## src/rtl/rs_slot_pair_if.sv

```systemverilog
`default_nettype none
// ============================================================================
//  Module   : rs_slot_pair_if
//  Brief    : Dispatch, CDB wakeup and issue signals of a two-entry RS.
//  Revision : 1.0 - initial release
// ============================================================================
interface rs_slot_pair_if #(
    parameter int DATA_W = 76,
    parameter int TAG_W  = 6
);
    logic              flush;
    logic [DATA_W-1:0] in0_data;
    logic              in0_valid;
    logic [DATA_W-1:0] in1_data;
    logic              in1_valid;
    logic              empty_0;
    logic              empty_1;
    logic              cdb0_valid;
    logic [TAG_W-1:0]  cdb0_tag;
    logic              cdb1_valid;
    logic [TAG_W-1:0]  cdb1_tag;
    logic              issue_valid;
    logic [DATA_W-1:0] issue_data;
    logic              issue_ready;
    logic              overflow_err;

    modport master (
        output flush, in0_data, in0_valid, in1_data, in1_valid,
               cdb0_valid, cdb0_tag, cdb1_valid, cdb1_tag, issue_ready,
        input  empty_0, empty_1, issue_valid, issue_data, overflow_err
    );

    modport slave (
        input  flush, in0_data, in0_valid, in1_data, in1_valid,
               cdb0_valid, cdb0_tag, cdb1_valid, cdb1_tag, issue_ready,
        output empty_0, empty_1, issue_valid, issue_data, overflow_err
    );
endinterface
`default_nettype wire

```

## src/rtl/rs_slot_pair.sv

```systemverilog
`default_nettype none
// ============================================================================
//  Module   : rs_slot_pair
//  Brief    : Two-entry reservation station with CDB wakeup and oldest-first
//             valid/ready issue.
//  Revision : 1.0 - initial release
// ============================================================================
module rs_slot_pair #(
    parameter int DATA_W = 76,
    parameter int TAG_W  = 6
) (
    input wire logic        clk,
    input wire logic        rst_n,
    rs_slot_pair_if.slave   rs
);
    localparam int c_SRC2_RDY = TAG_W;
    localparam int c_SRC1_RDY = 2*TAG_W + 1;

    logic [1:0]             r_valid;
    logic [1:0][DATA_W-1:0] r_payload;
    logic                   r_old1;      // 1: entry 1 is the older entry
    logic                   r_lock;
    logic                   r_lock_sel;
    logic                   r_overflow;

    logic [1:0]             w_in_valid;
    logic [1:0][DATA_W-1:0] w_in_data;
    logic [1:0]             w_ready;
    logic [1:0]             w_wr;
    logic [1:0]             w_ovf;
    logic [1:0]             w_clr;
    logic [1:0][DATA_W-1:0] w_payload_nxt;
    logic                   w_sel;
    logic                   w_issue_valid;
    logic                   w_accept;

    assign w_in_valid = {rs.in1_valid, rs.in0_valid};
    assign w_in_data  = {rs.in1_data,  rs.in0_data};

    generate
        for (genvar k = 0; k < 2; k++) begin : g_entry
            logic [DATA_W-1:0] w_base;
            logic [TAG_W-1:0]  w_t1;
            logic [TAG_W-1:0]  w_t2;
            logic              w_hit1;
            logic              w_hit2;

            assign w_ready[k] = r_valid[k] & r_payload[k][c_SRC1_RDY]
                                           & r_payload[k][c_SRC2_RDY];
            assign w_wr[k]    = w_in_valid[k] & ~r_valid[k];
            assign w_ovf[k]   = w_in_valid[k] &  r_valid[k];

            // Incoming payloads see this cycle's broadcasts too.
            assign w_base = w_wr[k] ? w_in_data[k] : r_payload[k];
            assign w_t1   = w_base[2*TAG_W:TAG_W+1];
            assign w_t2   = w_base[TAG_W-1:0];
            assign w_hit1 = (rs.cdb0_valid & (rs.cdb0_tag == w_t1))
                          | (rs.cdb1_valid & (rs.cdb1_tag == w_t1));
            assign w_hit2 = (rs.cdb0_valid & (rs.cdb0_tag == w_t2))
                          | (rs.cdb1_valid & (rs.cdb1_tag == w_t2));

            assign w_payload_nxt[k] = {w_base[DATA_W-1:c_SRC1_RDY+1],
                                       w_base[c_SRC1_RDY] | w_hit1,
                                       w_t1,
                                       w_base[c_SRC2_RDY] | w_hit2,
                                       w_t2};
        end
    endgenerate

    always_comb begin
        w_sel = 1'b0;
        if (r_lock) begin
            w_sel = r_lock_sel;
        end else if (&w_ready) begin
            w_sel = r_old1;
        end else begin
            w_sel = w_ready[1];
        end
    end

    assign w_issue_valid = |w_ready;
    assign w_accept      = w_issue_valid & rs.issue_ready & ~rs.flush;
    assign w_clr         = {w_accept & w_sel, w_accept & ~w_sel};

    assign rs.issue_valid  = w_issue_valid;
    assign rs.issue_data   = w_issue_valid ? r_payload[w_sel] : '0;
    assign rs.empty_0      = ~r_valid[0];
    assign rs.empty_1      = ~r_valid[1];
    assign rs.overflow_err = r_overflow;

    always_ff @(posedge clk or negedge rst_n) begin
        if (!rst_n) begin
            r_valid    <= 2'b00;
            r_payload  <= '0;
            r_old1     <= 1'b0;
            r_lock     <= 1'b0;
            r_lock_sel <= 1'b0;
            r_overflow <= 1'b0;
        end else begin
            r_payload <= w_payload_nxt;
            if (rs.flush) begin
                r_valid <= 2'b00;
                r_old1  <= 1'b0;
                r_lock  <= 1'b0;
            end else begin
                r_overflow <= r_overflow | (|w_ovf);
                r_valid    <= (r_valid & ~w_clr) | w_wr;
                r_lock     <= w_issue_valid & ~rs.issue_ready;
                r_lock_sel <= w_sel;
                // A newly written entry is younger than any resident one.
                if (&w_wr) begin
                    r_old1 <= 1'b0;
                end else if (w_wr[0]) begin
                    r_old1 <= r_valid[1];
                end else if (w_wr[1]) begin
                    r_old1 <= ~r_valid[0];
                end
            end
        end
    end
endmodule
`default_nettype wire

```

## src/flat_wrapper.sv

```systemverilog
// flat-port wrapper written by rule: the top's interface ports become plain ports
module rs_slot_pair_flat 
#(
    parameter int DATA_W = 76,
    parameter int TAG_W  = 6
)
  (clk, rst_n, rs_flush, rs_in0_data, rs_in0_valid, rs_in1_data, rs_in1_valid, rs_cdb0_valid, rs_cdb0_tag, rs_cdb1_valid, rs_cdb1_tag, rs_issue_ready, rs_empty_0, rs_empty_1, rs_issue_valid, rs_issue_data, rs_overflow_err);
  rs_slot_pair_if #(.DATA_W(DATA_W), .TAG_W(TAG_W)) rs_i ();
  input wire logic clk;
  input wire logic rst_n;
  input wire logic [$bits(rs_i.flush)-1:0] rs_flush;
  input wire logic [$bits(rs_i.in0_data)-1:0] rs_in0_data;
  input wire logic [$bits(rs_i.in0_valid)-1:0] rs_in0_valid;
  input wire logic [$bits(rs_i.in1_data)-1:0] rs_in1_data;
  input wire logic [$bits(rs_i.in1_valid)-1:0] rs_in1_valid;
  input wire logic [$bits(rs_i.cdb0_valid)-1:0] rs_cdb0_valid;
  input wire logic [$bits(rs_i.cdb0_tag)-1:0] rs_cdb0_tag;
  input wire logic [$bits(rs_i.cdb1_valid)-1:0] rs_cdb1_valid;
  input wire logic [$bits(rs_i.cdb1_tag)-1:0] rs_cdb1_tag;
  input wire logic [$bits(rs_i.issue_ready)-1:0] rs_issue_ready;
  output wire logic [$bits(rs_i.empty_0)-1:0] rs_empty_0;
  output wire logic [$bits(rs_i.empty_1)-1:0] rs_empty_1;
  output wire logic [$bits(rs_i.issue_valid)-1:0] rs_issue_valid;
  output wire logic [$bits(rs_i.issue_data)-1:0] rs_issue_data;
  output wire logic [$bits(rs_i.overflow_err)-1:0] rs_overflow_err;
  assign rs_i.flush = rs_flush;
  assign rs_i.in0_data = rs_in0_data;
  assign rs_i.in0_valid = rs_in0_valid;
  assign rs_i.in1_data = rs_in1_data;
  assign rs_i.in1_valid = rs_in1_valid;
  assign rs_i.cdb0_valid = rs_cdb0_valid;
  assign rs_i.cdb0_tag = rs_cdb0_tag;
  assign rs_i.cdb1_valid = rs_cdb1_valid;
  assign rs_i.cdb1_tag = rs_cdb1_tag;
  assign rs_i.issue_ready = rs_issue_ready;
  assign rs_empty_0 = rs_i.empty_0;
  assign rs_empty_1 = rs_i.empty_1;
  assign rs_issue_valid = rs_i.issue_valid;
  assign rs_issue_data = rs_i.issue_data;
  assign rs_overflow_err = rs_i.overflow_err;
  rs_slot_pair #(.DATA_W(DATA_W), .TAG_W(TAG_W)) u_core (.clk(clk), .rst_n(rst_n), .rs(rs_i));
endmodule
```

## config.mk

```make
export PLATFORM = sky130hd
export DESIGN_NAME = rs_slot_pair_flat
export DESIGN_NICKNAME = d
export VERILOG_FILES = /design/src/rtl/rs_slot_pair_if.sv /design/src/rtl/rs_slot_pair.sv /design/src/flat_wrapper.sv
export SDC_FILE = /design/constraint.sdc
export NUM_CORES = 1
export LEC_CHECK = 0
export ABC_AREA = 1
export BUFFER_PORTS_ARGS = -buffer_cell sky130_fd_sc_hd__buf_2
export CAP_MARGIN = 10
export CELL_PAD_IN_SITES_DETAIL_PLACEMENT = 0
export CELL_PAD_IN_SITES_GLOBAL_PLACEMENT = 1
export CORE_MARGIN = 3
export CORE_UTILIZATION = 32
export DETAILED_ROUTE_END_ITERATION = 12
export PLACE_DENSITY_LB_ADDON = 0.1
export REMOVE_ABC_BUFFERS = 1
export SYNTH_ARGS = -nofsm -noshare
export SYNTH_HDL_FRONTEND = slang
export SYNTH_SLANG_ARGS = --single-unit
```

## constraint.sdc

```tcl
create_clock -name clk -period 1.4 [get_ports clk]
set_input_delay 0.21 -clock clk [delete_from_list [all_inputs] [get_ports clk]]
set_output_delay 0.21 -clock clk [all_outputs]
set_load 0.01 [all_outputs]
```

== Word-level counts from Yosys, hierarchy flattened ==
Cells that the tools add are included.

* Equality and inequality tests: 8
* Reduce and logical (&&, ||, !) cells: 5
* Bitwise operators: 38
* Order comparisons: 1
* Multiplexer cells: 13

{| class="wikitable"
|+ Operators by type and width
! kind !! count
|-
| 76-bit 2-to-1 mux || 3
|-
| 6-bit == test || 8
|-
| 14-bit 2-to-1 mux || 2
|-
| 1-bit AND || 21
|-
| 1-bit bitwise OR || 9
|-
| 1-bit 2-to-1 mux || 7
|-
| 1-bit inverter || 5
|-
| 2-bit AND reduction || 2
|-
| 4-bit nonzero test || 1
|-
| 2-bit OR reduction || 2
|-
| 2-bit AND || 1
|-
| 1-bit by 2-bit < comparator with 1-bit output, second input constant || 1
|-
| 2-bit 2-to-1 mux || 1
|-
| 2-bit inverter || 1
|-
| 2-bit bitwise OR || 1
|}

* Word-level logic and storage cells: 74
* Input port bits: 172
* Output and inout bits: 80
* Register bits after elaboration: 158

== Depth between registers and ports, before layout ==
Gate-level depths: netlist of the first run.

* Depth in word-level cells: 11
* Gate-level depth with buffers: 11
* Gate-level depth less buffers: 11

== Worst setup path before layout of the first run ==
OpenSTA, ideal clock, no wires.

* Path type: reg2out
* Start: register u_core.r_valid[0]
* End: output rs_issue_data[15]
* Data required time: 1.190 ns
* Slack: -0.110 ns
* Arrival: 1.300 ns
* Stages on the path, launching flop included: 9
* Buffers on the path: 2
* Cell sequence: dfrtp_1 > nand3_1 > o21ai_1 > o21ai_2 > inv_2 > buf_4 > buf_4 > nor2_1 > nor2_1

* Longest elaborated chain between the ends: 8
* Elaborated cells on any way between the ends: 9
* Those cells by class: mux (5); bitwise (2); reduce/logical (2)

{| class="wikitable"
|+ RTL lines
! what !! RTL line !! RTL
|-
| start, declared || rs_slot_pair.sv:19 || <nowiki>logic [1:0] r_valid;</nowiki>
|-
| start signal, assigned || rs_slot_pair.sv:107 || <nowiki>r_valid <= (r_valid & ~w_clr) | w_wr;</nowiki>
|-
| 1-bit AND (*) || rs_slot_pair.sv:48 || <nowiki>assign w_ready[k] = r_valid[k] & r_payload[k][c_SRC1_RDY]</nowiki>
|-
| 1-bit AND (*) || rs_slot_pair.sv:49 || <nowiki>& r_payload[k][c_SRC2_RDY];</nowiki>
|-
| 2-bit AND reduction || rs_slot_pair.sv:74 || <nowiki>end else if (&w_ready) begin</nowiki>
|-
| 1-bit 2-to-1 mux || rs_slot_pair.sv:74 ||
|-
| 1-bit 2-to-1 mux || rs_slot_pair.sv:72 || <nowiki>if (r_lock) begin</nowiki>
|-
| 76-bit 2-to-1 mux (implied by the code) (2 in a row) || rs_slot_pair.sv:86 || <nowiki>assign rs.issue_data = w_issue_valid ? r_payload[w_sel] : '0;</nowiki>
|-
| 76-bit 2-to-1 mux (*) || rs_slot_pair.sv:86 ||
|-
| end, declared || flat_wrapper.sv:24 || <nowiki>output wire logic [$bits(rs_i.issue_data)-1:0] rs_issue_data;</nowiki>
|}

Mark *: on every way between the ends. The rest lies on a longest branch, timed or not. The select of a mux whose other input is x is not followed.

== Worst setup path in the final report of the first run ==
* Start: register u_core.r_payload[13] (netlist name)
* End: output rs_issue_data[1]

* Longest elaborated chain between the ends: 8
* Elaborated cells on any way between the ends: 9
* Those cells by class: mux (5); bitwise (2); reduce/logical (2)

{| class="wikitable"
|+ RTL lines
! what !! RTL line !! RTL
|-
| start, declared || rs_slot_pair.sv:20 || <nowiki>logic [1:0][DATA_W-1:0] r_payload;</nowiki>
|-
| start signal, assigned || rs_slot_pair.sv:100 || <nowiki>r_payload <= w_payload_nxt;</nowiki>
|-
| 1-bit AND (*) || rs_slot_pair.sv:48 ||
|-
| 1-bit AND (*) || rs_slot_pair.sv:49 ||
|-
| 2-bit AND reduction || rs_slot_pair.sv:74 ||
|-
| 1-bit 2-to-1 mux || rs_slot_pair.sv:74 ||
|-
| 1-bit 2-to-1 mux || rs_slot_pair.sv:72 ||
|-
| 76-bit 2-to-1 mux (implied by the code) (2 in a row) || rs_slot_pair.sv:86 ||
|-
| 76-bit 2-to-1 mux (*) || rs_slot_pair.sv:86 ||
|}

Marked as above.

==> flow_metrics.tcl, run 1 <==
set metrics [dict create \
    overflow 0 \
    r2r.worst_path.cells 8 \
    synth_compound_area_share_pct 6.51 \
    design_area_sq_um 13600 \
    fp.coreArea_sq_um 23900 \
    yosysUniqueCellTypes 22 \
    fin_ws_ps -772 \
    routabilityCongestion 0.873 \
    layout-drive-gt1-share_pct 37.6 \
    p_leak_uw 0.00733 \
    cts.sink_count 158 \
    synth_top_family_by_area "simple AND/OR/NAND/NOR gates" \
    path_cells "nand3_2, o21ai_2, o21ai_4, inv_4, clkbuf_16, o21ai_0, buf_4, nor2_4, buf_2" \
    vias_per_cell 4.61 \
    die_area_sq_um 26700 \
    root_buffer "clkbuf_16" \
    synthMuxAreaShare_pct 0.253 \
    worstPathMaxFanout 4 \
    rsz0062_at_grt "true" \
    portBuffers 251 \
    wl_per_cell_um 16.0 \
    die_y_um 163 \
    drv_slew 0 \
    power_density_nw_per_um2 1100 \
    synth-xor-area-share_pct 0 \
    clock_latency_ps 420 \
    place_hpwl_um 20600 \
    regToRegStartpoint "u_core.r_valid[0]" \
    finalSetupViolCount 147 \
    critPathArrivalTime_ps 1960 \
    wl_um 30700 \
    antenna_found_initial 2 \
    syn_area_sq_um 7920 \
    place_area_sq_um 10200 \
    synthCells 1126 \
    status "finished with violations" \
    crit_path_max_incr_delay_ps 370 \
    critPathKind "reg -> out" \
    min_to "u_core.r_payload[107]" \
    worstHoldStart "rs_in1_data[31]" \
    dr.pass1.iters 5 \
    drc 0 \
    drt_iter0_drc 472 \
    cts_buffer_depth 2 \
    start_kind "flop" \
    ff2ff_setup_slack_ps -180 \
    crit_buf_inv 4 \
    synthSimpleGateAreaFrac_pct 38.0 \
    max_cap_violations 0 \
    ys_seq_area_share_pct 49.9 \
    pre_cts_ws_ps -435 \
    synthAdderAreaFrac_pct 0 \
    cts_inserted_buffers 17 \
    r2r-end "u_core.r_payload[13]" \
    grt_pass1_vias 8813 \
    hp-class "in -> reg" \
    worst_slew_pin_slew_ps 355 \
    grt_first_pass_wirelength_um 46200 \
    whs_path_depth 3 \
    syn_avg_cell_area_sq_um 7.03 \
    area_growth_pct 72.1 \
    io_pins 252 \
    slew_headroom_pct 76.3 \
    fillerInstances 2281 \
    placementRows 56 \
    crit_slowest_cell "dfrtp_1" \
    start_util_pct 33.2 \
    drt.antenna.violating_nets 0 \
    synth-seq-cells 158 \
    cts_max_level 4 \
    fin_skew_ps 11.9 \
    grt_max_degree 37 \
    die_w_um 163 \
    violations "setup timing" \
    finalCriticalPeriod_ps 2170 \
    ir_drop_mv 0.606 \
    dr_total_vias 8851 \
    fin_nets 1759 \
    hold_violations 0 \
    end_kind "output pin" \
    grt.total_usage_pct 22.1 \
    clk_pin_slew_worst_paths_ps 60 \
    cts_tree "built" \
    cp.required_ps 1190 \
    yosysWarnings 0 \
    post-route-period-util_pct 155 \
    crit_family "buffers and inverters" \
    fmax_mhz 460 \
]
==> where the power goes <==
part / internal (uW) / switching [uW] / total, uW
registers: 5200 / 426 / 5620
logic: 2120 / 2350 / 4470
clock network: 2870 / 1990 / 4850
total: 10200 / 4760 / 14900
==> registers in the layout, indices dropped and copies added (netlist names) <==
signal                  count
u_core.r_lock_sel           1
u_core.r_payload          152
u_core.r_valid              2
u_core.rs.overflow_err      1
u_core.r_old1               1
u_core.r_lock               1
==> placed cells by master (no fill, tap or decap), types with 2 or more instances in the layout <==
master         synthesis  final
a21oi_2                0      4
o21ai_0               84     57
nand2_8                0      5
dfrtp_1              158    158
clkinv_2               0      2
clkinvlp_4             0      2
nand2_1              520    397
o21ai_2                1      6
a21oi_1                6      2
buf_12                 0     27
nor2_4                 0      9
nor2_2                 2     15
nand3_4                0      4
nor2_1               168    146
nand2_4                0     38
inv_2                  4      3
dlygate4sd3_1          0    116
inv_1                 32     30
buf_2                 19    246
buf_6                  0     21
o211ai_1               2      2
bufinv_16              0      3
o21ai_1                4     25
nand3_1               78     57
clkbuf_16              0     27
buf_4                 12     68
nand3_2                0     17
nand2_2                2     83
inv_6                  0      4
buf_8                  0     10
==> repair_timing <==
item,CTS,global route
cloned,2,11
hold endpoints to repair,271,0
setup buffers,16,18
setup endpoints to repair,178,176
pin swaps,23,69
hold buffers,116,0
resized for setup,133,200
==> stage by stage <==
stage               instances  power, uW  TNS (ps)  hold slack, ps  util, %
floorplan                1068       7100   -199040           -85.6        -
global route             1919      15800    -70200            16.1     57.1
finish                   1919      14900    -57710            15.5     57.1
CTS                      1893      14400    -56460          0.0298     52.5
detailed placement       1728       8870    -33110             108     42.7
global placement         1728       8850    -30530             107     42.7
==> per-layer routing <==
metal  up-vias  part of all wire (%)  global-route usage, %
met2       221                    48                   36.7
li1       4458                     -                      -
met3        29                   4.3                   3.35
met4         2                   1.6                   6.31
met1      4141                    46                   30.1
met5         -                 0.042                      0
==> area by class of cell <==
cell class	instances	area (sq um)	area share, %
antenna	1	2.50	0.0184
clock buffer	19	443	3.25
clock inverter	12	159	1.17
inverter	36	158	1.16
multi-input combinational	875	4410	32.4
sequential	158	3950	29.0
tap	319	399	2.93
timing repair buffer	499	4110	30.1
==> synth_stat cells (all sizes together) <==
| library cell | number | area (sq um) |
|---|---|---|
| nand2 | 522 | 1960 |
| nor2 | 170 | 643 |
| dfrtp | 158 | 3950 |
| o21ai | 89 | 449 |
| nand3 | 78 | 390 |
| inv | 36 | 135 |
| buf | 31 | 185 |
| clkbuf | 27 | 101 |
| a21oi | 6 | 30.0 |
| mux2i | 2 | 20.0 |
| o211ai | 2 | 15.0 |
| a211oi | 1 | 7.51 |
| a21o | 1 | 7.51 |
| nor3 | 1 | 5.00 |
| nor3b | 1 | 7.51 |
| o22ai | 1 | 6.26 |
==> logic make-up (layout without fill, tap and decap cells) <==
logic type	after synthesis	after routing
buffers and inverters	94	566
flip-flops	158	158
other	0	1
AO/OA/AOI/OAI	100	100
multiplexers	2	2
AND/OR/NAND/NOR	772	773
==> worst reg2reg max path: stages, from the launching register on <==
cell	delay (ps)
dfrtp_1	380
buf_6	150
clkinv_8	70
buf_8	130
nand2_8	100
buf_6	130
buf_6	120
mux2i_1	250
nand3_2	120
==> worst max-delay path by stage <==
stage	to	startpoint	slack, ps	cells past startpoint
after global routing	rs_issue_data[13]	u_core.r_payload[82]	-880	10
after floorplan	rs_issue_data[0]	u_core.r_lock_sel	-1680	5
after global placement	rs_issue_data[0]	u_core.r_payload[89]	-420	10
after detailed placement	rs_issue_data[0]	u_core.r_payload[82]	-430	10
final	rs_issue_data[1]	u_core.r_payload[13]	-770	9
after CTS	rs_issue_data[41]	u_core.r_payload[13]	-790	9
(Power assumes the default switching activity.)
==> inputs of run 2 (changes only) <==
Settings changed: ABC_AREA 1 to default, CORE_UTILIZATION 32 to 33, SLEW_MARGIN from default to 25.
==> run 2 against run 1 <==
The run still ends with setup timing left; core utilization increased by 1.3 points; combinational power decreased by 5.6%; first-iteration DRC count increased by 15%; via count increased by 0.94%; worst hold slack got worse by 12 ps; largest cell class is now buffers; largest power group unchanged.
==> flow_metrics.tcl, run 2 <==
set metrics [dict create \
    crit_path_max_incr_delay_ps 420 \
    wl_per_cell_um 19.2 \
    root_buffer "clkbuf_16" \
    portBuffers 251 \
    grt_first_pass_wirelength_um 49400 \
    antenna_found_initial 0 \
    cp_common_cell "buf_16" \
    cts_inserted_buffers 17 \
    drc 0 \
    ys_seq_area_share_pct 49.2 \
    finalSetupViolCount 223 \
    r2r.worst_path.cells 11 \
    async_flop_share_pct 100 \
    path_cells "nand3_4, o31ai_4, buf_4, buf_16, buf_16, nand2_1, a21oi_1, buf_2" \
    fin_ws_ps -889 \
    slew_headroom_pct 74.1 \
    clk_pin_slew_worst_paths_ps 70 \
    reg_top3 "u_core.r_payload x152, u_core.r_valid x2" \
    placementRows 56 \
    drt.antenna.violating_nets 0 \
    cts_tree "built" \
    area_growth_pct 72.0 \
    worstPathMaxFanout 10 \
    synth_top_area_share_pct 49.2 \
    yosysMostFrequentCell "nand2_1" \
    synth-edff-count 0 \
    status "finished with violations" \
    finalCriticalPeriod_ps 2290 \
    rsz0062_at_grt "true" \
    grt_pass1_vias 8740 \
    clock_latency_ps 430 \
    worst_slew_pin_slew_ps 388 \
    finalCoreUtilization_pct 58.3 \
    hold_violations 0 \
    synth_ff_type "dfrtp_1" \
    fin_skew_ps 11.1 \
    io_pins 252 \
    yosysWarnings 0 \
    regToRegStartpoint "u_core.r_valid[1]" \
    place_hpwl_um 20200 \
    post-route-period-util_pct 164 \
    p_leak_uw 0.00716 \
    power_density_nw_per_um2 1080 \
    critPathArrivalTime_ps 2080 \
    syn_avg_cell_area_sq_um 7.72 \
    final_common_cell "nand2_1" \
    crit_family "buffers and inverters" \
    hp-class "in -> reg" \
    critPathKind "reg -> out" \
    grt.total_usage_pct 24.4 \
    max_cap_violations 0 \
    stdcell_count 1836 \
    top_register "u_core.r_payload" \
    start_kind "flop" \
    grt_max_degree 49 \
    dr_total_vias 8934 \
    ir_drop_mv 0.564 \
    tns_ps -97200 \
    die_w_um 162 \
    r2r-end "u_core.r_payload[82]" \
    routabilityCongestion 0.894 \
    whs_path_depth 3 \
    cts.sink_count 158 \
    yosysUniqueCellTypes 45 \
    crit_slowest_cell "dfrtp_1" \
    drt_iter0_drc 544 \
    end_kind "output pin" \
    placed_cells 1632 \
    crit_buf_inv 4 \
    layout-drive-gt1-share_pct 36.2 \
    min_to "u_core.r_payload[101]" \
    syn_area_sq_um 8030 \
    antennaDiodeCount 0 \
    die_y_um 162 \
    worstHoldStart "rs_in1_data[25]" \
    synth.area.top_cells "dfrtp_1 49%, nand2_1 26%, a21oi_1 5.4%" \
    cts_buffer_depth 2 \
    synth_commonest_cells "551 x nand2_1, 158 x dfrtp_1, 87 x a21oi_1" \
    dr.pass1.iters 5 \
    mostFrequentLayoutCells "521 x nand2_1, 244 x buf_2, 158 x dfrtp_1" \
    die_area_sq_um 26200 \
    fin_nets 1676 \
    violations "setup timing" \
    fp.coreArea_sq_um 23700 \
    ff2ff_setup_slack_ps -800 \
    drv_slew 0 \
    vias_per_cell 4.87 \
    fmax_mhz 437 \
    cp.required_ps 1190 \
    largest_reg_flops 152 \
    synthCells 1040 \
    synth_area_leader_cell "dfrtp_1" \
    overflow 0 \
    synth-seq-cells 158 \
    start_util_pct 33.9 \
    cts_max_level 4 \
    wl_um 35200 \
]
-- run 2: tightest hold or removal path, stage by stage --
cell     delay, ps
buf_2           70
nand2_1         60
nand2_1         60
-- run 2: worst max-delay path by stage --
stage | start | to | cells past startpoint
after detailed placement | u_core.r_valid[1] | rs_issue_data[62] | 6
after floorplan | u_core.r_valid[0] | rs_issue_data[0] | 5
after global routing | u_core.r_payload[82] | rs_issue_data[72] | 8
after CTS | u_core.r_valid[0] | rs_issue_data[8] | 10
after global placement | u_core.r_valid[1] | rs_issue_data[61] | 6
final | u_core.r_payload[82] | rs_issue_data[38] | 8
-- run 2: final cells by class --
cell class / count / area (sq um)
timing repair buffer: 510 / 4510
clock buffer: 18 / 429
tap: 319 / 399
clock inverter: 14 / 198
fill: 2236 / 9870
sequential: 158 / 3950
inverter: 28 / 113
multi-input combinational: 789 / 4220
-- run 2: through the flow --
stage	hold slack (ps)	instance area (sq um)	setup WS, ps	power, uW
after floorplan	-85.6	7730	-2290	7080
after global placement	110	10300	-482	8630
after detailed placement	104	10300	-481	8640
after CTS	0.979	12900	-908	14500
after global routing	15.2	13800	-955	15700
final	3.11	13800	-889	14900
-- run 2: what timing repair did --
| item | in CTS | in global routing |
|---|---|---|
| endpoints found under the hold margin | 276 | 0 |
| pin swaps | 19 | 77 |
| setup buffers | 19 | 12 |
| setup endpoints to repair | 211 | 226 |
| cloned | 12 | 16 |
| hold buffers | 119 | 0 |
| resized for setup | 85 | 127 |
-- run 2: layer usage --
metal  global-route usage [%]  vias to the layer above  wire length, um
li1                         -                     4268                -
met1                     32.9                     4272            15100
met2                     40.3                      336            17200
met3                     5.02                       58             2170
met4                     5.89                        0              750
met5                        0                        -                0
-- run 2: where the power goes --
part	switching [uW]	internal [uW]
logic	2130	2090
registers	447	5200
clock network	2170	2880
-- run 2: logic make-up after synthesis --
family                    Yosys count  synth area share (%)
and+or+nand+nor                   599                  29.3
DFF                               158                  49.2
AOI/OAI and AO/OA                 134                  9.81
buffers and inverters              93                  5.06
xor gates and xnor gates           36                  3.93
muxes                              20                  2.71
==> inputs of run 3 (changes only) <==
--- a/config.mk
+++ b/config.mk
@@ -7,2 +7,3 @@
 export LEC_CHECK = 0
+export ABC_AREA = 1
 export BUFFER_PORTS_ARGS = -buffer_cell sky130_fd_sc_hd__buf_2
@@ -12,3 +13,3 @@
 export CORE_MARGIN = 3
-export CORE_UTILIZATION = 33
+export CORE_UTILIZATION = 32
 export DETAILED_ROUTE_END_ITERATION = 12
==> constraint.sdc (replaced) <==
create_clock -name clk -period 1.4 [get_ports clk]
set_input_delay 0.28 -clock clk [delete_from_list [all_inputs] [get_ports clk]]
set_output_delay 0.28 -clock clk [all_outputs]
set_load 0.01 [all_outputs]
==> run 3 against run 2 <==
The flow still finishes with violations (setup timing); core utilization is 5.2 points lower; sequential cell count stayed put; worst setup slack better by 27 ps; count of clock-buffer cells in the layout stayed put.
==> flow_metrics.tcl, run 3 (same netlist as run 1, synthesis figures left out) <==
set metrics [dict create \
    status "finished with violations" \
    finalSetupViolCount 147 \
    crit_path_max_incr_delay_ps 370 \
    die_w_um 163 \
    final_common_cell "nand2_1" \
    slew_headroom_pct 72.5 \
    worstHoldStart "rs_in1_data[51]" \
    rsz0062_at_grt "true" \
    drt_iter0_drc 602 \
    crit_buf_inv 5 \
    r2r.worst_path.cells 8 \
    cp_common_cell "buf_12" \
    largest_reg_flops 152 \
    reg_top3 "u_core.r_payload x152, u_core.r_valid x2" \
    mostFrequentLayoutCells "468 x nand2_1, 243 x buf_2, 158 x dfrtp_1" \
    power_density_nw_per_um2 1160 \
    ir_drop_mv 0.534 \
    area_growth_pct 60.4 \
    cp.required_ps 1120 \
    crit_family "buffers and inverters" \
    hold_violations 0 \
    ff2ff_setup_slack_ps -240 \
    cp.depth 11 \
    switching_share_pct 33.5 \
    critPathKind "reg -> out" \
    violations "setup timing" \
    portBuffers 251 \
    finalCoreUtilization_pct 53.2 \
    cts_max_level 4 \
    layout-drive-gt1-share_pct 39.6 \
    fin_skew_ps 7.38 \
    r2r-end "u_core.r_old1" \
    end_kind "output pin" \
    crit_path_start "u_core.r_payload[82]" \
    die_y_um 163 \
    overflow 0 \
    path_cells "nand3_2, nor2_2, o21ai_2, o21ai_4, buf_12, inv_12, buf_12, buf_12, nor2_2, nor2_1, buf_2" \
    grt_pass1_vias 8579 \
    die_area_sq_um 26700 \
    pre_cts_ws_ps -503 \
    io_pins 252 \
    cts_inserted_buffers 17 \
    antenna_found_initial 5 \
    whs_path_depth 3 \
    critPathArrivalTime_ps 1980 \
    dr.pass1.iters 5 \
    p_leak_uw 0.00682 \
    placementRows 56 \
    grt_first_pass_wirelength_um 47200 \
    p_clk_share_pct 31.3 \
    hp-class "in -> reg" \
    root_buffer "clkbuf_16" \
    wl_um 31600 \
    worstPathMaxFanout 8 \
    clock_latency_ps 430 \
    min_to "u_core.r_payload[127]" \
    regToRegStartpoint "u_core.r_valid[0]" \
    placed_cells 1718 \
    top_register "u_core.r_payload" \
    start_util_pct 33.2 \
    vias_per_cell 4.80 \
    drc 0 \
    fin_ws_ps -863 \
    cts.sink_count 158 \
    clk_pin_slew_worst_paths_ps 70 \
    grt.total_usage_pct 23.1 \
    wl_per_cell_um 17.5 \
    worst_slew_pin_slew_ps 413 \
    crit_slowest_cell "dfrtp_1" \
    finalCriticalPeriod_ps 2260 \
    drv_slew 0 \
    cellInternalPower_uw 9820 \
    start_kind "flop" \
    stdcell_count 1810 \
    fin_nets 1649 \
    dr_total_vias 8683 \
    p_sw_uw 4950 \
    routabilityCongestion 0.876 \
    power_frac_seq_pct 38.1 \
    cts_buffer_depth 2 \
    grt_max_degree 46 \
    cts_tree "built" \
    p_comb_share_pct 30.7 \
    drt.antenna.violating_nets 0 \
    max_cap_violations 0 \
    place_hpwl_um 20600 \
    fmax_mhz 442 \
    fp.coreArea_sq_um 23900 \
    post-route-period-util_pct 162 \
]
## run 3: cell count changes in the layout (fill, tap and decap cells not counted), sizes merged, moves of 25 or more
| cell | delta |
|---|---|
| a21oi | -81 |
| dlygate4sd3 | -118 |
| nand2 | -27 |
| nand3 | +72 |
| nor2 | +159 |
| o21ai | +77 |
| xnor2 | -25 |
## run 3: worst max path at each step
stage | to | slack [ps]
3_5_place_dp | rs_issue_data[8] | -500
6_report | rs_issue_data[52] | -860
2_1_floorplan | rs_issue_data[0] | -1750
4_1_cts | rs_issue_data[52] | -860
5_1_grt | rs_issue_data[48] | -960
3_3_place_gp | rs_issue_data[8] | -500
## run 3: worst reg2reg max path, delay by kind of cell (launching register included)
| kind | cells | cell delay, ps |
|---|---|---|
| simple gates | 2 | 170 |
| compound gates | 1 | 260 |
| flops | 1 | 390 |
| buf+inv | 5 | 720 |
## run 3: area by class of cell
| class | instances | area [sq um] |
|---|---|---|
| repair buffers | 388 | 3230 |
| fillers | 2380 | 11200 |
| well taps | 319 | 399 |
| flip-flops and latches | 158 | 3950 |
| inverters | 36 | 163 |
| multi-input cells | 876 | 4380 |
| clock inverters | 13 | 130 |
| clock buffers | 18 | 439 |
| diodes | 2 | 5.00 |
## run 3: what timing repair did
item                       in CTS  in global routing
buffers inserted               40                 11
pin swaps                      71                 30
hold endpoints to repair       20                  0
cloned                         13                  5
setup endpoints to repair     174                211
resized for setup             259                 96
hold buffers                    1                  0
## run 3: through the flow
step / TNS [ps] / cell area [sq um] / total power (uW) / hold slack [ps]
finish: -68610 / 12700 / 14800 / 32.0
global route: -78830 / 12700 / 15600 / 29.0
CTS: -69780 / 12200 / 14600 / 7.82
detailed placement: -37330 / 10100 / 8840 / 172
global placement: -35710 / 10100 / 8820 / 171
floorplan: -204430 / 7630 / 7100 / -15.6
## run 3: per-layer routing
layer  vias up  GRT usage (%)  part of all wire, %
li1       4246              -                    -
met1      4104           31.1                   44
met2       281           38.4                   48
met3        46           3.98                  6.0
met4         6           6.34                  1.8
met5         -              0                 0.11
## run 3: power by group through the flow
| stage | combinational [uW] | sequential (uW) | clock, uW |
|---|---|---|---|
| finish | 4530 | 5620 | 4620 |
| CTS | 4260 | 5570 | 4730 |
| floorplan | 1590 | 5510 | 0 |
| global placement | 3230 | 5590 | 0 |
| global route | 4960 | 5700 | 4900 |
| detailed placement | 3250 | 5590 | 0 |
